### src/rtl/fp_add_prealign_pkg.sv
// Shared types for the single-precision adder front end: IEEE unpack view,
// operand classes and the pre-align stage-1 register layout.
package fp_add_prealign_pkg;

  localparam int SP_EXP_W  = 8;
  localparam int SP_FRAC_W = 23;
  localparam int EXP_BIAS  = 127;
  localparam int SIG_W     = SP_FRAC_W + 1;
  localparam int ALIGN_W   = SIG_W + 3;

  typedef struct packed {
    logic                 sign;
    logic [SP_EXP_W-1:0]  exp;
    logic [SP_FRAC_W-1:0] frac;
  } ieee754_sp_t;

  typedef enum logic [2:0] {FP_ZERO, FP_SUB, FP_NORM, FP_INF, FP_NAN} fp_class_t;

  typedef struct packed {
    logic                res_sign;
    logic                eff_sub;
    logic                is_nan;
    logic                is_inf;
    logic                is_zero;
    logic [SP_EXP_W-1:0] big_exp;
    logic [SP_EXP_W-1:0] d;
    logic [SIG_W-1:0]    big_sig;
    logic [SIG_W-1:0]    small_sig;
  } prealign_s1_t;

  // All-ones exponent equals 2*bias+1 for IEEE binary formats.
  function automatic fp_class_t fp_classify(ieee754_sp_t x);
    fp_class_t c;
    if (x.exp == '0)
      c = (x.frac == '0) ? FP_ZERO : FP_SUB;
    else if (x.exp == SP_EXP_W'(2*EXP_BIAS+1))
      c = (x.frac == '0) ? FP_INF : FP_NAN;
    else
      c = FP_NORM;
    return c;
  endfunction

endpackage

### src/rtl/fp_sticky_shr.sv
// Combinational logical right shift that folds every shifted-out bit into the LSB.
// Shift amounts at or beyond the width collapse to {0..., |din}.
module fp_sticky_shr #(
  parameter int W    = 27,
  parameter int SH_W = 8
) (
  input  logic [W-1:0]    din,
  input  logic [SH_W-1:0] sh,
  output logic [W-1:0]    dout
);

  logic [W-1:0] kept;
  logic [W-1:0] lost_mask;

  assign kept      = din >> sh;
  assign lost_mask = ~({W{1'b1}} << sh);
  assign dout      = {kept[W-1:1], kept[0] | (|(din & lost_mask))};

endmodule

### src/rtl/fp_add_prealign.sv
// FP add front end: unpack, classify, magnitude swap (stage 1), then align the
// smaller significand with guard/round/sticky (stage 2). Valid/ready, 2-cycle latency.
module fp_add_prealign
  import fp_add_prealign_pkg::*;
#(
  parameter  int EXP_W  = 8,
  parameter  int FRAC_W = 23,
  localparam int SW     = FRAC_W + 1,
  localparam int AW     = SW + 3
) (
  input  logic             clk,
  input  logic             rst_n,
  input  logic             in_valid,
  output logic             in_ready,
  input  logic [31:0]      in_a,
  input  logic [31:0]      in_b,
  input  logic             in_sub,
  output logic             out_valid,
  input  logic             out_ready,
  output logic [EXP_W-1:0] big_exp,
  output logic [SW-1:0]    big_sig,
  output logic [AW-1:0]    small_sig,
  output logic             res_sign,
  output logic             eff_sub,
  output logic             is_nan,
  output logic             is_inf,
  output logic             is_zero
);

  ieee754_sp_t  a, b, big, sml;
  fp_class_t    ca, cb;
  logic         swap;
  logic [SP_EXP_W-1:0] big_e, sml_e;
  prealign_s1_t s1, s1_d;
  logic         v1, v2, adv2, acc;
  logic [AW-1:0] small_aligned;

  assign a        = in_a;
  assign b        = in_b;
  assign adv2     = !v2 | out_ready;
  assign in_ready = !v1 | adv2;
  assign acc      = in_valid & in_ready;
  assign out_valid = v2;

  // Ties keep a as the big operand so equal magnitudes take a's sign.
  always_comb begin
    ca    = fp_classify(a);
    cb    = fp_classify(b);
    swap  = {b.exp, b.frac} > {a.exp, a.frac};
    big   = swap ? b : a;
    sml   = swap ? a : b;
    big_e = (big.exp == '0) ? SP_EXP_W'(1) : big.exp;
    sml_e = (sml.exp == '0) ? SP_EXP_W'(1) : sml.exp;
    s1_d           = '0;
    s1_d.big_exp   = big_e;
    s1_d.d         = big_e - sml_e;
    s1_d.big_sig   = {big.exp != '0, big.frac};
    s1_d.small_sig = {sml.exp != '0, sml.frac};
    s1_d.eff_sub   = a.sign ^ b.sign ^ in_sub;
    s1_d.res_sign  = swap ? (b.sign ^ in_sub) : a.sign;
    s1_d.is_nan    = (ca == FP_NAN) | (cb == FP_NAN) |
                     ((ca == FP_INF) & (cb == FP_INF) & s1_d.eff_sub);
    s1_d.is_inf    = ((ca == FP_INF) | (cb == FP_INF)) & !s1_d.is_nan;
    s1_d.is_zero   = (ca == FP_ZERO) & (cb == FP_ZERO);
  end

  always_ff @(posedge clk or negedge rst_n) begin
    if (!rst_n) begin
      v1 <= 1'b0;
      s1 <= '0;
    end else begin
      if (in_ready) v1 <= in_valid;
      if (acc)      s1 <= s1_d;
    end
  end

  fp_sticky_shr #(.W(AW), .SH_W(SP_EXP_W)) u_shr (
    .din  ({s1.small_sig, 3'b000}),
    .sh   (s1.d),
    .dout (small_aligned)
  );

  always_ff @(posedge clk or negedge rst_n) begin
    if (!rst_n) begin
      v2        <= 1'b0;
      big_exp   <= '0;
      big_sig   <= '0;
      small_sig <= '0;
      res_sign  <= 1'b0;
      eff_sub   <= 1'b0;
      is_nan    <= 1'b0;
      is_inf    <= 1'b0;
      is_zero   <= 1'b0;
    end else if (adv2) begin
      v2 <= v1;
      if (v1) begin
        big_exp   <= s1.big_exp;
        big_sig   <= s1.big_sig;
        small_sig <= small_aligned;
        res_sign  <= s1.res_sign;
        eff_sub   <= s1.eff_sub;
        is_nan    <= s1.is_nan;
        is_inf    <= s1.is_inf;
        is_zero   <= s1.is_zero;
      end
    end
  end

endmodule
### config.mk
export PLATFORM = sky130hd
export DESIGN_NAME = fp_add_prealign
export DESIGN_NICKNAME = d
export VERILOG_FILES = /design/src/rtl/fp_add_prealign_pkg.sv /design/src/rtl/fp_sticky_shr.sv /design/src/rtl/fp_add_prealign.sv
export SDC_FILE = /design/constraint.sdc
export NUM_CORES = 1
export LEC_CHECK = 0
export BUFFER_PORTS_ARGS = -buffer_cell sky130_fd_sc_hd__buf_2
export CAP_MARGIN = 10
export CORE_MARGIN = 5
export CORE_UTILIZATION = 53
export DETAILED_ROUTE_END_ITERATION = 6
export GPL_TIMING_DRIVEN = 1
export PLACE_DENSITY = 0.83
export SKIP_CTS_REPAIR_TIMING = 1
export SLEW_MARGIN = 10
export SYNTH_ARGS = -nofsm -noshare
export SYNTH_HDL_FRONTEND = slang
export SYNTH_HIERARCHICAL = 1
export SYNTH_SLANG_ARGS = --single-unit
### constraint.sdc
create_clock -name clk -period 2.4 [get_ports clk]
set_input_delay 0.12 -clock clk [delete_from_list [all_inputs] [get_ports clk]]
set_output_delay 0.12 -clock clk [all_outputs]
set_load 0.02 [all_outputs]
* Yosys cells after proc, flatten, opt, wreduce, memory -nomap -nowiden
Index checks and enable logic that the tools add are counted.
Operators by class: add/subtract/negate cells 1, multiply operators 0, divide/modulo/power cells 0, order comparisons 1, eq/ne operators 6, shift-type cells 2, muxes and demuxes 13, bitwise operators 16, reduce and logical (&&, ||, !) cells 15
Operators with widths (count):
- 2-to-1 mux 31 bit | 2
- zero test 23 bit | 2
- zero test 8 bit | 4
- > comparator 31 bit | 1
- AND 27 bit | 1
- inverter 27 bit | 1
- OR reduction 27 bit | 1
- left shift 27 x 8 -> 27 bit, first input constant | 1
- right shift 27 x 8 -> 27 bit | 1
- 2-to-1 mux 3 bit | 6
- equality test 8 bit, second input constant | 2
- 2-to-1 mux 8 bit | 2
- nonzero test 8 bit | 2
- subtractor 8 bit | 1
- equality test 3 x 2 -> 1 bit, second input constant | 2
- equality test 3 bit, second input constant | 2
- zero test 3 bit | 2
- bitwise OR 1 bit | 6
- AND 1 bit | 5
- zero test 1 bit | 3
- 2-to-1 mux 1 bit | 3
- bitwise XOR 1 bit | 3
- AND reduction 2 bit | 1
Storage, ports and cells: register bits 135, latch bits 0, memory bits (writable) 0, memory bits (read-only) 0, output and inout bits 66, word-level logic and storage cells 73, memories kept 0

* Depth between registers and ports, before layout
depth in word-level cells 10, gate-level depth with buffers 19, depth with buffers taken out 18

* By module
Netlist, hierarchy kept.
By module, submodules not included:
- fp_add_prealign | times used 1, cells an instance 637, area each 6962.9 um^2
- fp_sticky_shr | times used 1, cells an instance 270, area each 2054.5 um^2

* Least setup slack after synthesis
Ideal clock, no wire load.
path type input to register, start point in in_a[10], end point reg s1[55] in the netlist's numbering, arrival 3.483 ns, required time 2.269 ns, path slack -1.214 ns, cell stages on the path 18, path through inv_1 -> ha_1 -> a21oi_1 -> o21ai_0 -> a221oi_1 -> a21boi_0 -> o21ai_2 -> buf_4 -> buf_2 -> nor2_1 -> a21oi_1 -> ha_1 -> a21o_1 -> or4_4 -> a211oi_2 -> a311o_2 -> nor4_1 -> nand3b_1
Between the ends: cells in the longest elaborated chain, start to end 5, elaborated cells between the ends (all ways) 8, those cells by class add/sub (1); order compare (1); mux (4); reduce/logical (2)
RTL lines:
- start: declaration | line fp_add_prealign.sv:15 | input logic [31:0] in_a,
- > comparator 31 bit (*) | line fp_add_prealign.sv:49 | swap = {b.exp, b.frac} > {a.exp, a.frac};
- 2-to-1 mux 31 bit, on equally long branches | line fp_add_prealign.sv:50, fp_add_prealign.sv:51
- zero test 8 bit, on equally long branches | line fp_add_prealign.sv:52, fp_add_prealign.sv:53
- 2-to-1 mux 8 bit, on equally long branches | line fp_add_prealign.sv:52, fp_add_prealign.sv:53
- subtractor 8 bit (*) | line fp_add_prealign.sv:56 | s1_d.d = big_e - sml_e;
- end signal: assignment | line fp_add_prealign.sv:70 | s1 <= '0;
- end signal: assignment | line fp_add_prealign.sv:73 | if (acc) s1 <= s1_d;
- end: declaration | line fp_add_prealign.sv:34 | prealign_s1_t s1, s1_d;
Mark *: on every way between the ends. The rest lies on a longest branch, timed or not. A chain may end at the register's enable or synchronous reset.

* Worst setup path in the final report
start point in in_a[6], end point reg s1[51] in the netlist's numbering
The elaborated chain is that of the path after synthesis.

==> flow_summary.ini <==
[status]
status = complete, but fails checks
failed_checks = negative setup slack

[cts]
cts_max_level = 4
path_clk_slew_ps = 60
clock_path_buffers = 2
worstSkewPairLatency_ps = 430
root_buffer = clkbuf_16
cts_tree = done
cts_buffers = 17
cts.sinks = 135

[worst_setup_path]
r2r_slack_ps = -240
cp.arrival_ps = 3450
rr_startpoint = s1[49]
rr_worst_depth = 7
startpoint = in_a[6]
end_kind = register
startpoint_type = input pin
reg2reg_to = small_sig[0]
worstPathRequired_ps = 2670
critical_path_class = in -> reg
crit_end = s1[51]
critPathMaxFanout = 6

[final_layout]
area_growth_pct = 40.1
final_common_cell = buf_4
nets = 1337
fillCellCount = 997
final_cell_mix = buf_4 (203), dfrtp_1 (133), buf_2 (124), nand2_1 (103), mux2_2 (83)
layout-drive-gt1-share = 0.457
diodes = 0
fin_cells = 1462

[worst_hold_path]
hold_path_class = in -> reg

[timing]
timing.fmax_mhz = 314
worst_pin_slew_ps = 767
rsz0062_at_grt = true
hold_slack_ps = 6.75
relSlewSlack = 0.489
finalCriticalPeriod_ps = 3180
setup_viol = 11
post-route-period-util = 1.33
finalHoldViolCount = 0
slew_viol_final = 0
skew_ps = 8.74
final.setup.worst_slack_ps = -780

[route]
drc_errors = 0
ant_nets = 0
wl_mm = 32.3
drt_iter0_drc = 949
wl_per_cell_um = 22.1
drt_pass1_iterations = 6
via_per_inst = 6.20
vias = 9060

[synthesis]
synth_ff_type = dfrtp_1
ys_ff_latch = 135
yosysSeqAreaShare = 0.375
synth_edf_count = 0
netlist_instances = 907
netlist-cell-type-count = 69
async_flop_share = 1.00
yosysWarnings = 6
syn_avg_cell_area_sq_um = 9.94
syn_area_sq_um = 9020

[pwr]
vdd_drop_max_v = 0.000612
p_per_area_nw_per_um2 = 897
power.leakage_nw = 5.96

[floorplanning]
io_pins = 135
fp.coreArea_sq_um = 16600
row_count = 47
die_w_um = 140
die_h_um = 140
die_area_sq_um = 19700
initial_utilization = 0.542

[flow_run]
cap_violations = 0

[global_route]
grt_pass1_vias = 8885
grt_max_degree = 78
track_usage = 0.296
grt_pass1_wl_mm = 46.9
antenna_found_initial = 0
overflow = 0

[place]
place.gp.congestion = 0.940
placed_cells = 1413
dpl.hpwl_mm = 21.8
pre_cts_ws_ps = -1140
port_buffers = 134
==> layout make-up <==
class	count	area, sq um	share of cell area
timing repair buffer	350	2480	0.196
inverter	39	161	0.0128
clock buffer	22	474	0.0375
multi-input combinational	686	5720	0.453
tap	220	275	0.0218
sequential	135	3380	0.268
clock inverter	10	144	0.0114
==> cells in the mapped netlist, types with 4 or more instances <==
cell       count  area (sq um)
buf_2         14          70.1
a21o_1         5          37.5
inv_1         38           143
nor3_1        20           100
nand3_1        6          30.0
nor4_1        19           119
mux4_2        22           495
mux2i_1       81           811
a221oi_1       5          43.8
nand2_1      107           402
o21a_1         5          37.5
a21oi_1       35           175
a2bb2oi_1      5          43.8
nor2_1        40           150
o21ai_1       28           140
nor3b_1        4          30.0
or3_1          5          31.3
nand3b_1       6          45.0
nand4_1       20           125
a31oi_1        6          37.5
mux2_2        85           957
o31ai_1        5          37.5
nor2b_1        5          31.3
dfrtp_1      135          3380
buf_4          4          30.0
or4_1          8          60.1
ha_1          38           475
clkbuf_1      27           101
buf_1          7          26.3
o21ai_0       53           265
a22oi_1        4          30.0
xor2_1         4          35.0
o22ai_1        5          31.3
nand2b_1       7          43.8
a211oi_1       4          30.0
==> registers in the layout, summed over array words and instances, names as in the netlist <==
register / flops
out_valid: 1
v1: 1
is_nan: 1
small_sig: 27
big_sig: 24
eff_sub: 1
res_sign: 1
s1: 69
big_exp: 8
is_inf: 1
is_zero: 1
==> metal layers <==
layer | track usage | share of wire | vias to the layer above | wire length (um)
met5 | 0 | 0 | - | 0
met4 | 0.141 | 0.049 | 0 | 1570
met3 | 0.0532 | 0.069 | 133 | 2240
met2 | 0.488 | 0.49 | 519 | 15900
met1 | 0.380 | 0.39 | 4422 | 12600
li1 | - | - | 3986 | -
==> per-stage QoR <==
| stage | area [sq um] | TNS, ps | utilization | power (mW) |
|---|---|---|---|---|
| after global routing | 12600 | -5460 | 0.759 | 11.8 |
| after detailed placement | 11500 | -19780 | 0.691 | 8.11 |
| after global placement | 11500 | -16030 | 0.691 | 7.98 |
| after CTS | 12100 | -4340 | 0.728 | 10.9 |
| final | 12600 | -4160 | 0.759 | 11.3 |
| after floorplan | 9260 | -4150 | - | 6.04 |
==> worst max-delay path: stages <==
cell       delay, ps
buf_2             90
inv_1             50
ha_1             300
nand4_1          170
buf_4            180
nor4_2           200
buf_4            190
nand2_2           90
o21ai_4          140
clkbuf_16        210
nor2_4            40
a21oi_4          150
ha_4             240
a21o_1           210
or4_4            430
a211oi_2         220
a311o_2          210
or3_1            130
a31oi_1           70
==> logic make-up (layout without fill, tap and decap cells) <==
group / after synthesis / in the layout / share of synthesized area
flops: 135 / 135 / 0.375
xor+xnor: 7 / 7 / 0.00680
other cells: 1 / 9 / 0.000416
buf+inv: 94 / 421 / 0.0452
mux: 188 / 188 / 0.251
compound gates: 182 / 182 / 0.125
simple gates: 260 / 260 / 0.141
fa+ha+maj: 40 / 40 / 0.0561
==> worst min-delay path by stage <==
stage          slack [ps]           end  cells past startpoint  startpoint
4_1_cts              -280  small_sig[0]                      1       rst_n
3_5_place_dp          170  small_sig[0]                      1       rst_n
2_1_floorplan        -180    big_exp[0]                      0       rst_n
3_3_place_gp          160  small_sig[0]                      1       rst_n
5_1_grt                20     out_valid                      3   out_ready
6_report                7     out_valid                      3   out_ready
==> power by group <==
| part | leakage, nW | switching (mW) | internal (mW) |
|---|---|---|---|
| Sequential | 1.68 | 0.347 | 2.77 |
| Clock | 0.293 | 1.05 | 1.72 |
| Combinational | 3.98 | 2.91 | 2.53 |
(Power assumes the default switching activity.)
